--- src/rtl/constants_pkg.sv ---
// constants_pkg: shared widths plus the memory-request controller state encoding and defaults.
// Revision 1.1
`default_nettype none

package constants_pkg;

  localparam int DATA_WIDTH = 8;
  localparam int ADDR_WIDTH = 8;

  localparam int MEM_TIMEOUT_DEFAULT = 64;

  typedef enum logic [1:0] {
    IDLE  = 2'd0,
    ISSUE = 2'd1,
    WAIT  = 2'd2,
    RESP  = 2'd3
  } mem_ctrl_state_t;

endpackage

`default_nettype wire

--- src/rtl/rr_arbiter.sv ---
// rr_arbiter: combinational round-robin grant, first set request at or above rr_ptr_i, wrapping.
// Revision 1.0
`default_nettype none

module rr_arbiter #(
  parameter int NUM_REQ = 4,
  parameter int ID_W    = $clog2(NUM_REQ)
) (
  input  logic [NUM_REQ-1:0] req_i,
  input  logic [ID_W-1:0]    rr_ptr_i,
  output logic [NUM_REQ-1:0] gnt_o,
  output logic [ID_W-1:0]    gnt_idx_o,
  output logic               any_req_o
);

  logic [ID_W-1:0] idx;

  // NUM_REQ is a power of two, so the ID_W-bit add wraps modulo NUM_REQ for free.
  always_comb begin
    gnt_o     = '0;
    gnt_idx_o = '0;
    any_req_o = 1'b0;
    idx       = '0;
    for (int k = 0; k < NUM_REQ; k++) begin
      idx = rr_ptr_i + ID_W'(k);
      if (!any_req_o && req_i[idx]) begin
        any_req_o = 1'b1;
        gnt_idx_o = idx;
      end
    end
    if (any_req_o) gnt_o[gnt_idx_o] = 1'b1;
  end

endmodule

`default_nettype wire

--- src/rtl/mem_req_ctrl.sv ---
// mem_req_ctrl: round-robin LSU arbitration, one outstanding memory request, single-cycle response pulse.
// Optional MEM_RSP_TIMEOUT_EN adds a response watchdog and the m_rsp_err port. Revision 1.0
`default_nettype none

module mem_req_ctrl
  import constants_pkg::*;
#(
  parameter int NUM_REQ    = 4,
  parameter int ID_W       = $clog2(NUM_REQ),
  parameter int DATA_WIDTH = constants_pkg::DATA_WIDTH,
  parameter int ADDR_WIDTH = constants_pkg::ADDR_WIDTH
`ifdef MEM_RSP_TIMEOUT_EN
  ,
  parameter int TIMEOUT_CYCLES = MEM_TIMEOUT_DEFAULT
`endif
) (
  input  logic                       clk,
  input  logic                       reset,
  input  logic [NUM_REQ-1:0]         lsu_req_vld,
  input  logic [NUM_REQ-1:0]         lsu_req_we,
  input  logic [NUM_REQ*ADDR_WIDTH-1:0] lsu_req_addr,
  input  logic [NUM_REQ*DATA_WIDTH-1:0] lsu_req_wdata,
  output logic [NUM_REQ-1:0]         lsu_req_rdy,
  output logic                       mem_req_vld,
  output logic                       mem_req_we,
  output logic [ADDR_WIDTH-1:0]      mem_req_addr,
  output logic [DATA_WIDTH-1:0]      mem_req_wdata,
  input  logic                       mem_req_rdy,
  input  logic                       mem_rsp_vld,
  input  logic [DATA_WIDTH-1:0]      mem_rsp_data,
  output logic                       m_rsp_vld,
  output logic [DATA_WIDTH-1:0]      m_rsp_data,
  output logic [ID_W-1:0]            m_rsp_id,
`ifdef MEM_RSP_TIMEOUT_EN
  output logic                       m_rsp_err,
`endif
  output logic                       busy
);

  mem_ctrl_state_t       state_q;
  logic [ID_W-1:0]       rr_ptr_q;
  logic [ID_W-1:0]       rr_ptr_d;
  logic                  we_q;
  logic [ADDR_WIDTH-1:0] addr_q;
  logic [DATA_WIDTH-1:0] wdata_q;
  logic [ID_W-1:0]       id_q;
  logic [DATA_WIDTH-1:0] rsp_data_q;
  logic [ID_W-1:0]       rsp_id_q;

  logic [NUM_REQ-1:0]    gnt;
  logic [ID_W-1:0]       gnt_idx;
  logic                  any_req;

  logic [ADDR_WIDTH-1:0] addr_arr  [NUM_REQ];
  logic [DATA_WIDTH-1:0] wdata_arr [NUM_REQ];

  for (genvar i = 0; i < NUM_REQ; i++) begin : g_unpack
    assign addr_arr[i]  = lsu_req_addr[i*ADDR_WIDTH +: ADDR_WIDTH];
    assign wdata_arr[i] = lsu_req_wdata[i*DATA_WIDTH +: DATA_WIDTH];
  end

  rr_arbiter #(
    .NUM_REQ (NUM_REQ),
    .ID_W    (ID_W)
  ) u_arb (
    .req_i     (lsu_req_vld),
    .rr_ptr_i  (rr_ptr_q),
    .gnt_o     (gnt),
    .gnt_idx_o (gnt_idx),
    .any_req_o (any_req)
  );

  assign rr_ptr_d = id_q + ID_W'(1);

`ifdef MEM_RSP_TIMEOUT_EN
  localparam int CNT_W = (TIMEOUT_CYCLES > 1) ? $clog2(TIMEOUT_CYCLES) : 1;
  logic [CNT_W-1:0] cnt_q;
  logic             err_q;
`endif

  always_ff @(posedge clk) begin
    if (reset) begin
      state_q    <= IDLE;
      rr_ptr_q   <= '0;
      we_q       <= 1'b0;
      addr_q     <= '0;
      wdata_q    <= '0;
      id_q       <= '0;
      rsp_data_q <= '0;
      rsp_id_q   <= '0;
`ifdef MEM_RSP_TIMEOUT_EN
      cnt_q      <= '0;
      err_q      <= 1'b0;
`endif
    end else begin
      case (state_q)
        IDLE: begin
          if (any_req) begin
            we_q    <= lsu_req_we[gnt_idx];
            addr_q  <= addr_arr[gnt_idx];
            wdata_q <= wdata_arr[gnt_idx];
            id_q    <= gnt_idx;
            state_q <= ISSUE;
          end
        end
        ISSUE: begin
          if (mem_req_rdy) begin
            if (we_q) begin
              rr_ptr_q <= rr_ptr_d;
              state_q  <= IDLE;
            end else begin
              state_q  <= WAIT;
`ifdef MEM_RSP_TIMEOUT_EN
              cnt_q    <= '0;
`endif
            end
          end
        end
        WAIT: begin
          if (mem_rsp_vld) begin
            rsp_data_q <= mem_rsp_data;
            rsp_id_q   <= id_q;
            state_q    <= RESP;
`ifdef MEM_RSP_TIMEOUT_EN
            err_q      <= 1'b0;
          end else if (cnt_q == CNT_W'(TIMEOUT_CYCLES - 1)) begin
            rsp_data_q <= '1;
            rsp_id_q   <= id_q;
            err_q      <= 1'b1;
            state_q    <= RESP;
          end else begin
            cnt_q      <= cnt_q + CNT_W'(1);
`endif
          end
        end
        RESP: begin
          rr_ptr_q <= rr_ptr_d;
          state_q  <= IDLE;
        end
        default: state_q <= IDLE;
      endcase
    end
  end

  // Accept pulse is gated by reset so a held request is never acknowledged while being flushed.
  assign lsu_req_rdy   = (state_q == IDLE && !reset) ? gnt : '0;
  assign mem_req_vld   = (state_q == ISSUE);
  assign mem_req_we    = mem_req_vld & we_q;
  assign mem_req_addr  = mem_req_vld ? addr_q  : '0;
  assign mem_req_wdata = mem_req_vld ? wdata_q : '0;
  assign m_rsp_vld     = (state_q == RESP);
  assign m_rsp_data    = rsp_data_q;
  assign m_rsp_id      = rsp_id_q;
  assign busy          = (state_q != IDLE);
`ifdef MEM_RSP_TIMEOUT_EN
  assign m_rsp_err     = m_rsp_vld & err_q;
`endif

endmodule

`default_nettype wire

--- config.mk ---
export PLATFORM = sky130hd
export DESIGN_NAME = mem_req_ctrl
export DESIGN_NICKNAME = d
export VERILOG_FILES = /design/src/rtl/constants_pkg.sv /design/src/rtl/rr_arbiter.sv /design/src/rtl/mem_req_ctrl.sv
export SDC_FILE = /design/constraint.sdc
export NUM_CORES = 1
export LEC_CHECK = 0
export ABC_CLOCK_PERIOD_IN_PS = 2470
export BUFFER_PORTS_ARGS = -buffer_cell sky130_fd_sc_hd__buf_4
export CORE_AREA = 2 2 71 73
export CTS_CLUSTER_DIAMETER = 40
export DETAILED_ROUTE_END_ITERATION = 10
export DIE_AREA = 0 0 73 75
export PLACE_DENSITY_LB_ADDON = 0.2
export SLEW_MARGIN = 20
export SYNTH_ARGS = -nofsm -noshare
export SYNTH_HDL_FRONTEND = slang
export SYNTH_HIERARCHICAL = 1
export SYNTH_SLANG_ARGS = --single-unit
export TNS_END_PERCENT = 1
--- constraint.sdc ---
create_clock -name clk -period 2.47 [get_ports clk]
set_clock_uncertainty 0.2 [all_clocks]
set_input_delay 0.1235 -clock clk [delete_from_list [all_inputs] [get_ports clk]]
set_output_delay 0.1235 -clock clk [all_outputs]
set_load 0.005 [all_outputs]
# ---- After elaboration in Yosys (flattened, before gate mapping)
# Cells that the tools add are included.
dict set report totals {
  register_bits 33
  latch_bits 0
  mem_bits_rw 0
  mem_bits_ro 0
  inputBits 84
  out_inout_bits 34
  wordCells 82
  n_memories 0
}
dict set report classes {
  addsub 4
  mul 0
  div 0
  magnitude_cmp 7
  eq_ne 7
  shifts 0
  muxes 38
  n_bitwise 2
  reduce_logical 16
}
# operator count
set op_table {}
lappend op_table {{8-bit 2-to-1 mux} 6}
lappend op_table {{8-bit binary-select mux with 2-bit select} 2}
lappend op_table {{2-bit 2-to-1 mux} 10}
lappend op_table {{2-bit by 3-bit less-than comparator with 1-bit output, second input constant} 5}
lappend op_table {{1-bit binary-select mux with 2-bit select} 5}
lappend op_table {{1-bit 2-to-1 mux} 10}
lappend op_table {{4-bit 2-to-1 mux} 2}
lappend op_table {{2-bit case mux with 4 select lines} 1}
lappend op_table {{3-bit AND reduction} 2}
lappend op_table {{1-bit logical AND} 5}
lappend op_table {{2-bit by 1-bit adder with 2-bit output, second input constant} 2}
lappend op_table {{2-bit adder, second input constant} 2}
lappend op_table {{2-bit == test, second input constant} 2}
lappend op_table {{1-bit zero test} 4}
lappend op_table {{2-bit by 1-bit inequality test with 1-bit output, second input constant} 2}
lappend op_table {{2-bit inequality test, second input constant} 2}
lappend op_table {{2-bit case mux with 2 select lines} 1}
lappend op_table {{2-bit AND reduction} 2}
lappend op_table {{2-bit nonzero test} 2}
lappend op_table {{3-bit >= comparator, second input constant} 1}
lappend op_table {{2-bit NOT with 3-bit output} 1}
lappend op_table {{1-bit demux with 2-bit select} 1}
lappend op_table {{2-bit by 1-bit == test with 1-bit output, second input constant} 1}
lappend op_table {{2-bit by 1-bit >= comparator with 1-bit output, second input constant} 1}
lappend op_table {{other kinds (2)} 2}

# ---- Longest topological paths before layout
# Gate-level depths: netlist of run 1.
dict set report depth {
  ltp_word 18
  mapped_depth 8
  mapped_depth_nobuf 5
}

# ---- Cells and area by module
# The synthesis of run 1 kept the hierarchy.
# module n_inst cells_per_inst area_each_um2 seq_area_each_um2
set by_module_without_submodules {}
lappend by_module_without_submodules {mem_req_ctrl 1 147 1776.7 660.6}
lappend by_module_without_submodules {rr_arbiter 1 32 182.7 0.0}

# ---- Worst setup path after synthesis of run 1
# No wires, ideal clock.
dict set report synth_path {
  kind {flip-flop to flip-flop}
  start {register rr_ptr_q[0]}
  end {register addr_q[7]}
  setup_time_ns 0.117
  arrival_ns 1.783
  required_time_ns 2.153
  slack_ns 0.370
  path_stages_with_launch 8
  n_path_buf 2
  synth_period_minus_slack_ns 2.100
  path_cell_list {dfxtp_1 -> nand2b_2 -> a21oi_1 -> a211oi_2 -> buf_6 -> buf_12 -> mux4_2 -> a22o_1}
}
dict set report synth_via {
  elab_chain_cells 16
  word_cells_on_any_way 30
  cone_classes {3 x add/sub; 19 x mux; 1 x bitwise; 7 x reduce/logical}
}
# item line
set synth_lines {}
lappend synth_lines {{start: declaration} mem_req_ctrl.sv:41} ;# logic [ID_W-1:0] rr_ptr_q;
lappend synth_lines {{start signal: assignment} mem_req_ctrl.sv:109} ;# rr_ptr_q <= rr_ptr_d;
lappend synth_lines {{start signal: assignment} mem_req_ctrl.sv:137} ;# rr_ptr_q <= rr_ptr_d;
lappend synth_lines {{branches (longest 11 deep; another with 2-bit by 1-bit adder with 2-bit output)} n/a}
lappend synth_lines {{2-bit 2-to-1 mux (*)} rr_arbiter.sv:26} ;# if (!any_req_o && req_i[idx]) begin
lappend synth_lines {{net gnt_idx[0]} mem_req_ctrl.sv:51} ;# logic [ID_W-1:0] gnt_idx;
lappend synth_lines {{2-bit NOT with 3-bit output (implied by the code) (*)} mem_req_ctrl.sv:100} ;# addr_q <= addr_arr[gnt_idx];
lappend synth_lines {{8-bit binary-select mux with 2-bit select (*)} mem_req_ctrl.sv:100}
lappend synth_lines {{8-bit 2-to-1 mux (implied by the code) (*) (2 in series)} mem_req_ctrl.sv:100}
lappend synth_lines {{end signal: assignment} mem_req_ctrl.sv:100}
lappend synth_lines {{end: declaration} mem_req_ctrl.sv:44} ;# logic [ADDR_WIDTH-1:0] addr_q;
# Mark *: on every way through the listed nets, which the timed path passes. The select of a mux whose other input is x is not followed.
# A chain may end at the register's enable or synchronous reset.

# ---- Final worst setup path of run 1
dict set report layout_path {
  start {register rr_ptr_q[0]}
  end {register wdata_q[6]}
}
dict set report layout_via {
  elab_chain_cells 16
  word_cells_on_any_way 30
  cone_classes {3 x add/sub; 19 x mux; 1 x bitwise; 7 x reduce/logical}
}
# item line
set layout_lines {}
lappend layout_lines {{branches (longest 11 deep; another with 2-bit by 1-bit adder with 2-bit output)} n/a}
lappend layout_lines {{2-bit 2-to-1 mux (*)} rr_arbiter.sv:26}
lappend layout_lines {{net gnt_idx[0]} mem_req_ctrl.sv:51}
lappend layout_lines {{2-bit NOT with 3-bit output (implied by the code) (*)} mem_req_ctrl.sv:101} ;# wdata_q <= wdata_arr[gnt_idx];
lappend layout_lines {{8-bit binary-select mux with 2-bit select (*)} mem_req_ctrl.sv:101}
lappend layout_lines {{8-bit 2-to-1 mux (implied by the code) (*) (2 in series)} mem_req_ctrl.sv:101}
lappend layout_lines {{end signal: assignment} mem_req_ctrl.sv:101}
lappend layout_lines {{end: declaration} mem_req_ctrl.sv:45} ;# logic [DATA_WIDTH-1:0] wdata_q;
# Marks and branches as above.

==> flow_metrics.env, run 1 <==
export IMPL_hpwl_um=4115
export IMPL_setup_tns_ns=0
export IMPL_syn_area_sq_um=1959
export IMPL_fmax_mhz=438.2
export IMPL_slew_viol_final=0
export IMPL_crit_type="flip-flop to flip-flop"
export IMPL_insertion_delay_ns=0.28
export IMPL_setup_violations=0
export IMPL_wire_per_inst_um=15.17
export IMPL_synthArstFlopShare_pct=0
export IMPL_fin_hold_ws_ns=0.03695
export IMPL_syn_mean_instance_area_sq_um=10.95
export IMPL_wl_um=5583
export IMPL_p_per_area_nw_per_um2=473.0
export IMPL_die_y_um=75
export IMPL_synth_top_area_share_pct=33.72
export IMPL_antenna_cells=0
export IMPL_rsz0062_at_grt="no"
export IMPL_cts_buffers=5
export IMPL_r2r_end="wdata_q[6]"
export IMPL_fin_crit_sh_pct=92.39
export IMPL_ant_nets=0
export IMPL_required_ns=2.44
export IMPL_final_cell_mix="buf_4 (124), dfxtp_1 (33), and2_1 (23), dlygate4sd3_1 (19), nor2_1 (18)"
export IMPL_cts_root_buf="clkbuf_8"
export IMPL_via_per_inst=5.258
export IMPL_grt_pass1_vias=1938
export IMPL_cts_max_level=2
export IMPL_cts_sinks=33
export IMPL_numPortBuffers=117
export IMPL_startpoint_type="flip-flop"
export IMPL_antenna_found_initial=0
export IMPL_initial_core_util_pct=42.04
export IMPL_routabilityCongestion=0.9291
export IMPL_grt_usage_pct=20.72
export IMPL_end_kind="flip-flop"
export IMPL_status="finished, final reports clean"
export IMPL_clk_path_buf_depth=2
export IMPL_num_vias=1935
export IMPL_worstMarginPinSlew_ns=0.3878
export IMPL_layout_commonest_cell="buf_4"
export IMPL_critPathLaunch="rr_ptr_q[0]"
export IMPL_dp_cells=341
export IMPL_grt_max_degree=21
export IMPL_arrival_ns=2.25
export IMPL_grt_ovfl_total=0
export IMPL_dieArea_sq_um=5475
export IMPL_drive_gt1_share_pct=46.82
export IMPL_yosysSeqAreaShare_pct=33.72
export IMPL_crit_fanout=8
export IMPL_syn_nets=263
export IMPL_worst_path_max_delay_cell="mux4_1"
export IMPL_reg2reg_depth=6
export IMPL_hp_start="mem_rsp_vld"
export IMPL_fin_cells=368
export IMPL_synth_cells=179
export IMPL_grt_pass1_wl_um=8673
export IMPL_synth_top_area_cell="dfxtp_1"
export IMPL_ctsResizeCount=0
export IMPL_drtIter0Drc=103
export IMPL_synth_distinct_cells=35
export IMPL_syn_to_final_growth_pct=60.66
export IMPL_cts_tree="yes"
export IMPL_die_w_um=73
export IMPL_r2r_start="rr_ptr_q[0]"
export IMPL_hold_path_class="primary input to flip-flop"
export IMPL_drc_errors=0
export IMPL_core_sq_um=4661
export IMPL_crit_path_end="wdata_q[6]"
export IMPL_relSlewSlack_pct=74.11
export IMPL_ir_drop_uv=242.6
export IMPL_ios=118
export IMPL_rrSetupSlack_ns=0.19
export IMPL_hold_viol=0
export IMPL_crit_path_cell_trace="nand2b_1 > o21ai_1 > a211oi_4 > buf_4 > mux4_1 > a22o_1"
export IMPL_fin_nets=398
export IMPL_rows=25
export IMPL_critPathMaxStageDelay_ns=0.56
export IMPL_ys_ff_latch=33
export IMPL_period_minus_slack_ns=2.282
export IMPL_ys_warn_count=6
export IMPL_cap_violations=0
export IMPL_drt_pass1_iterations=4
export IMPL_clk_pin_slew_ns=0.07
export IMPL_synth_edf_count=0
export IMPL_p_leak_nw=1.555
export IMPL_synth_flop_cell="dfxtp_1"
export IMPL_yosys_top_cells_area="dfxtp_1 (34%), mux4_1 (11%), mux4_2 (10%)"
layout make-up:
| cell class | count | area, sq um |
|---|---|---|
| sequential | 33 | 660.6 |
| fill | 380 | 1513 |
| multi-input combinational | 125 | 1174 |
| clock buffer | 7 | 86.33 |
| timing repair buffer | 144 | 1141 |
| tap | 54 | 67.56 |
| inverter | 5 | 18.77 |
how the worst min path moves through the flow:
| stage | end | slack (ns) | depth (start not counted) |
|---|---|---|---|
| after floorplan | m_rsp_data[0] | 0.07 | 2 |
| after global placement | m_rsp_data[5] | 0.16 | 3 |
| after detailed placement | m_rsp_data[2] | 0.16 | 3 |
| after CTS | state_q[0] | 0.04 | 4 |
| after global routing | state_q[0] | 0.06 | 4 |
| final | state_q[0] | 0.04 | 4 |
layer usage:
layer  up-vias  GRT usage [%]  share of wire (%)
li1        934              -                  -
met1       903          22.90                 36
met2        90          38.74                 55
met3         8          5.355                7.2
met4         0          6.584                1.5
met5         -              0                  0
cells by family (layout without fill, tap and decap cells):
kind of cell,count (synthesis),count (layout),synth area share (%)
AOI/OAI and AO/OA,37,37,14.75
and+or+nand+nor,57,57,16.60
buffers and inverters,21,156,6.768
muxes,30,30,27.71
DFF,33,33,33.72
xor gates and xnor gates,1,1,0.4471
worst max-delay path, delay by kind of cell (launching register included):
family                 cells  cell delay, ns
muxes                      1            0.56
DFF                        1            0.43
buffers and inverters      1            0.21
AOI/OAI and AO/OA          3            0.61
and+or+nand+nor            1            0.16
metrics by stage:
| step | utilization, % | power, W | area [sq um] | worst slack, ns |
|---|---|---|---|---|
| global route | 67.54 | 0.001569 | 3148 | 0.08834 |
| finish | 67.54 | 0.001489 | 3148 | 0.1880 |
| CTS | 67.11 | 0.001503 | 3128 | 0.1384 |
| global placement | 61.18 | 0.001069 | 2851 | 0.2320 |
| floorplan | - | 0.0008911 | 1959 | 0.3700 |
| detailed placement | 61.18 | 0.001079 | 2851 | 0.2084 |
registers in the layout (all words and copies together) (netlist names), named ones only:
name / count
addr_q: 8
m_rsp_data: 8
wdata_q: 8
id_q: 2
m_rsp_id: 2
rr_ptr_q: 2
state_q: 1
we_q: 1
synth_stat cells (all sizes together), types with 2 or more instances:
| master | instances |
|---|---|
| dfxtp | 33 |
| and2 | 23 |
| nor2 | 19 |
| a22o | 17 |
| mux4 | 17 |
| buf | 15 |
| mux2i | 13 |
| a21oi | 8 |
| inv | 5 |
| nand2b | 4 |
| a311oi | 3 |
| nor3 | 3 |
| o21ai | 3 |
| a211oi | 2 |
| nand2 | 2 |
| nand3b | 2 |
| nor2b | 2 |
repair_timing:
action	in CTS	in global routing
buffers inserted	0	1
hold endpoints to repair	16	0
hold buffers	19	0
endpoints found under the setup margin	0	2
power by group:
part           leakage (nW)  total [W]  internal [W]  switching [W]
clock network        0.0443   0.000405      0.000221       0.000184
logic                  1.24   0.000464      0.000295       0.000169
registers             0.270   0.000620      0.000583      0.0000373
(Power assumes the default switching activity.)
==> inputs of run 2 (changes only) <==
ABC_CLOCK_PERIOD_IN_PS = 2500   (was 2470)
clock period = 2.5 ns   (was 2.47 ns; I/O delays follow)
==> flow_metrics.env, run 2 (same netlist as run 1, synthesis figures left out) <==
export IMPL_end_kind="flip-flop"
export IMPL_worst_path_max_delay_cell="dfxtp_1"
export IMPL_rsz0062_at_grt="no"
export IMPL_initial_core_util_pct=42.04
export IMPL_wire_per_inst_um=15.10
export IMPL_ant_nets=0
export IMPL_rrSetupSlack_ns=0.16
export IMPL_ios=118
export IMPL_grt_pass1_vias=1913
export IMPL_die_w_um=73
export IMPL_cp_top_family="simple AND/OR/NAND/NOR gates"
export IMPL_cts_root_buf="clkbuf_8"
export IMPL_hp_start="mem_rsp_vld"
export IMPL_clk_pin_slew_ns=0.07
export IMPL_grt_pass1_wl_um=8556
export IMPL_hold_path_class="primary input to flip-flop"
export IMPL_slew_viol_final=0
export IMPL_cts_max_level=2
export IMPL_antenna_cells=0
export IMPL_drive_gt1_share_pct=46.65
export IMPL_rows=25
export IMPL_post_cts_buffers=0
export IMPL_arrival_ns=2.30
export IMPL_grt_ovfl_total=0
export IMPL_cts_tree="yes"
export IMPL_via_per_inst=5.234
export IMPL_critPathMaxStageDelay_ns=0.55
export IMPL_drt_pass1_iterations=4
export IMPL_relSlewSlack_pct=56.46
export IMPL_fin_crit_sh_pct=93.43
export IMPL_insertion_delay_ns=0.28
export IMPL_routabilityCongestion=0.9269
export IMPL_layout_commonest_cell="buf_4"
export IMPL_required_ns=2.47
export IMPL_cts_buffers=5
export IMPL_num_vias=1921
export IMPL_fin_cells=367
export IMPL_fmax_mhz=428.1
export IMPL_p_per_area_nw_per_um2=503.5
export IMPL_grt_max_degree=21
export IMPL_ir_drop_uv=278.4
export IMPL_p_leak_nw=1.553
export IMPL_wl_um=5540
export IMPL_path_buf_inv=1
export IMPL_ctsResizeCount=0
export IMPL_setup_violations=0
export IMPL_drtIter0Drc=77
export IMPL_cap_violations=0
export IMPL_grt_usage_pct=20.68
export IMPL_reg2reg_depth=4
export IMPL_cts_sinks=33
export IMPL_status="finished, final reports clean"
export IMPL_dp_cells=340
export IMPL_hold_depth=4
export IMPL_period_minus_slack_ns=2.336
export IMPL_hold_end="state_q[0]"
export IMPL_setup_tns_ns=0
export IMPL_core_sq_um=4661
export IMPL_die_y_um=75
export IMPL_hpwl_um=4047
export IMPL_final_cell_mix="buf_4 (123), dfxtp_1 (33), and2_1 (23), dlygate4sd3_1 (19), nor2_1 (18)"
export IMPL_hold_viol=0
export IMPL_crit_fanout=10
export IMPL_drc_errors=0
export IMPL_cp_depth=4
export IMPL_crit_path_cell_trace="nand3b_1 > mux2i_1 > nor2_1 > dlygate4sd3_1"
export IMPL_syn_to_final_growth_pct=60.79
export IMPL_worstMarginPinSlew_ns=0.6512
export IMPL_crit_type="flip-flop to flip-flop"
export IMPL_dieArea_sq_um=5475
export IMPL_r2r_end="m_rsp_data[3]"
export IMPL_numPortBuffers=117
export IMPL_startpoint_type="flip-flop"
export IMPL_clk_path_buf_depth=2
export IMPL_fin_nets=396
export IMPL_antenna_found_initial=0
[run 2: timing repair]
item / 4_1_cts / 5_1_grt
endpoints found under the hold margin: 16 / 0
endpoints found under the setup margin: 0 / 1
hold buffers: 19 / 0
[run 2: layout make-up]
type,count,area (sq um)
Multi-Input combinational cell,125,1174
Tap cell,54,67.56
Timing Repair Buffer,142,1114
Fill cell,385,1510
Clock inverter,1,30.03
Clock buffer,7,86.33
Sequential cell,33,660.6
Inverter,5,18.77
[run 2: report_power, final]
group	switching [W]	internal, W
logic	0.000165	0.000287
registers	0.0000377	0.000576
clock network	0.000195	0.000325
[run 2: per-stage QoR]
| step | hold WS, ns | instance area [sq um] | total power, W | utilization, % | setup WS, ns |
|---|---|---|---|---|---|
| final | 0.01599 | 3151 | 0.001586 | 67.60 | 0.1643 |
| after global routing | 0.02763 | 3151 | 0.001664 | 67.60 | 0.00002531 |
| after CTS | 0.01604 | 3151 | 0.001597 | 67.60 | 0.1523 |
| after detailed placement | 0.1661 | 2844 | 0.001063 | 61.02 | 0.2174 |
| after global placement | 0.1598 | 2844 | 0.001053 | 61.02 | 0.2622 |
| after floorplan | 0.06894 | 1959 | 0.0008804 | - | 0.4000 |
[run 2: worst max path at each step]
stage,slack (ns),startpoint,endpoint
5_1_grt,0.00003,flip-flop,m_rsp_data[1]
3_5_place_dp,0.22,rr_ptr_q[0],wdata_q[6]
2_1_floorplan,0.40,rr_ptr_q[0],addr_q[7]
6_report,0.16,flip-flop,m_rsp_data[3]
3_3_place_gp,0.26,rr_ptr_q[0],wdata_q[6]
4_1_cts,0.15,flip-flop,m_rsp_data[3]
[run 2: layer usage]
metal  GRT usage [%]  share of wire, %
met1           22.95                38
met2           37.34                53
met3           6.158               6.9
met4           7.819               1.6
met5               0                 0
[run 2: worst reg2reg max path: stages, from the launching register on]
cell	delay, ns
dfxtp_1	0.55
nand3b_1	0.53
mux2i_1	0.32
nor2_1	0.07
dlygate4sd3_1	0.55
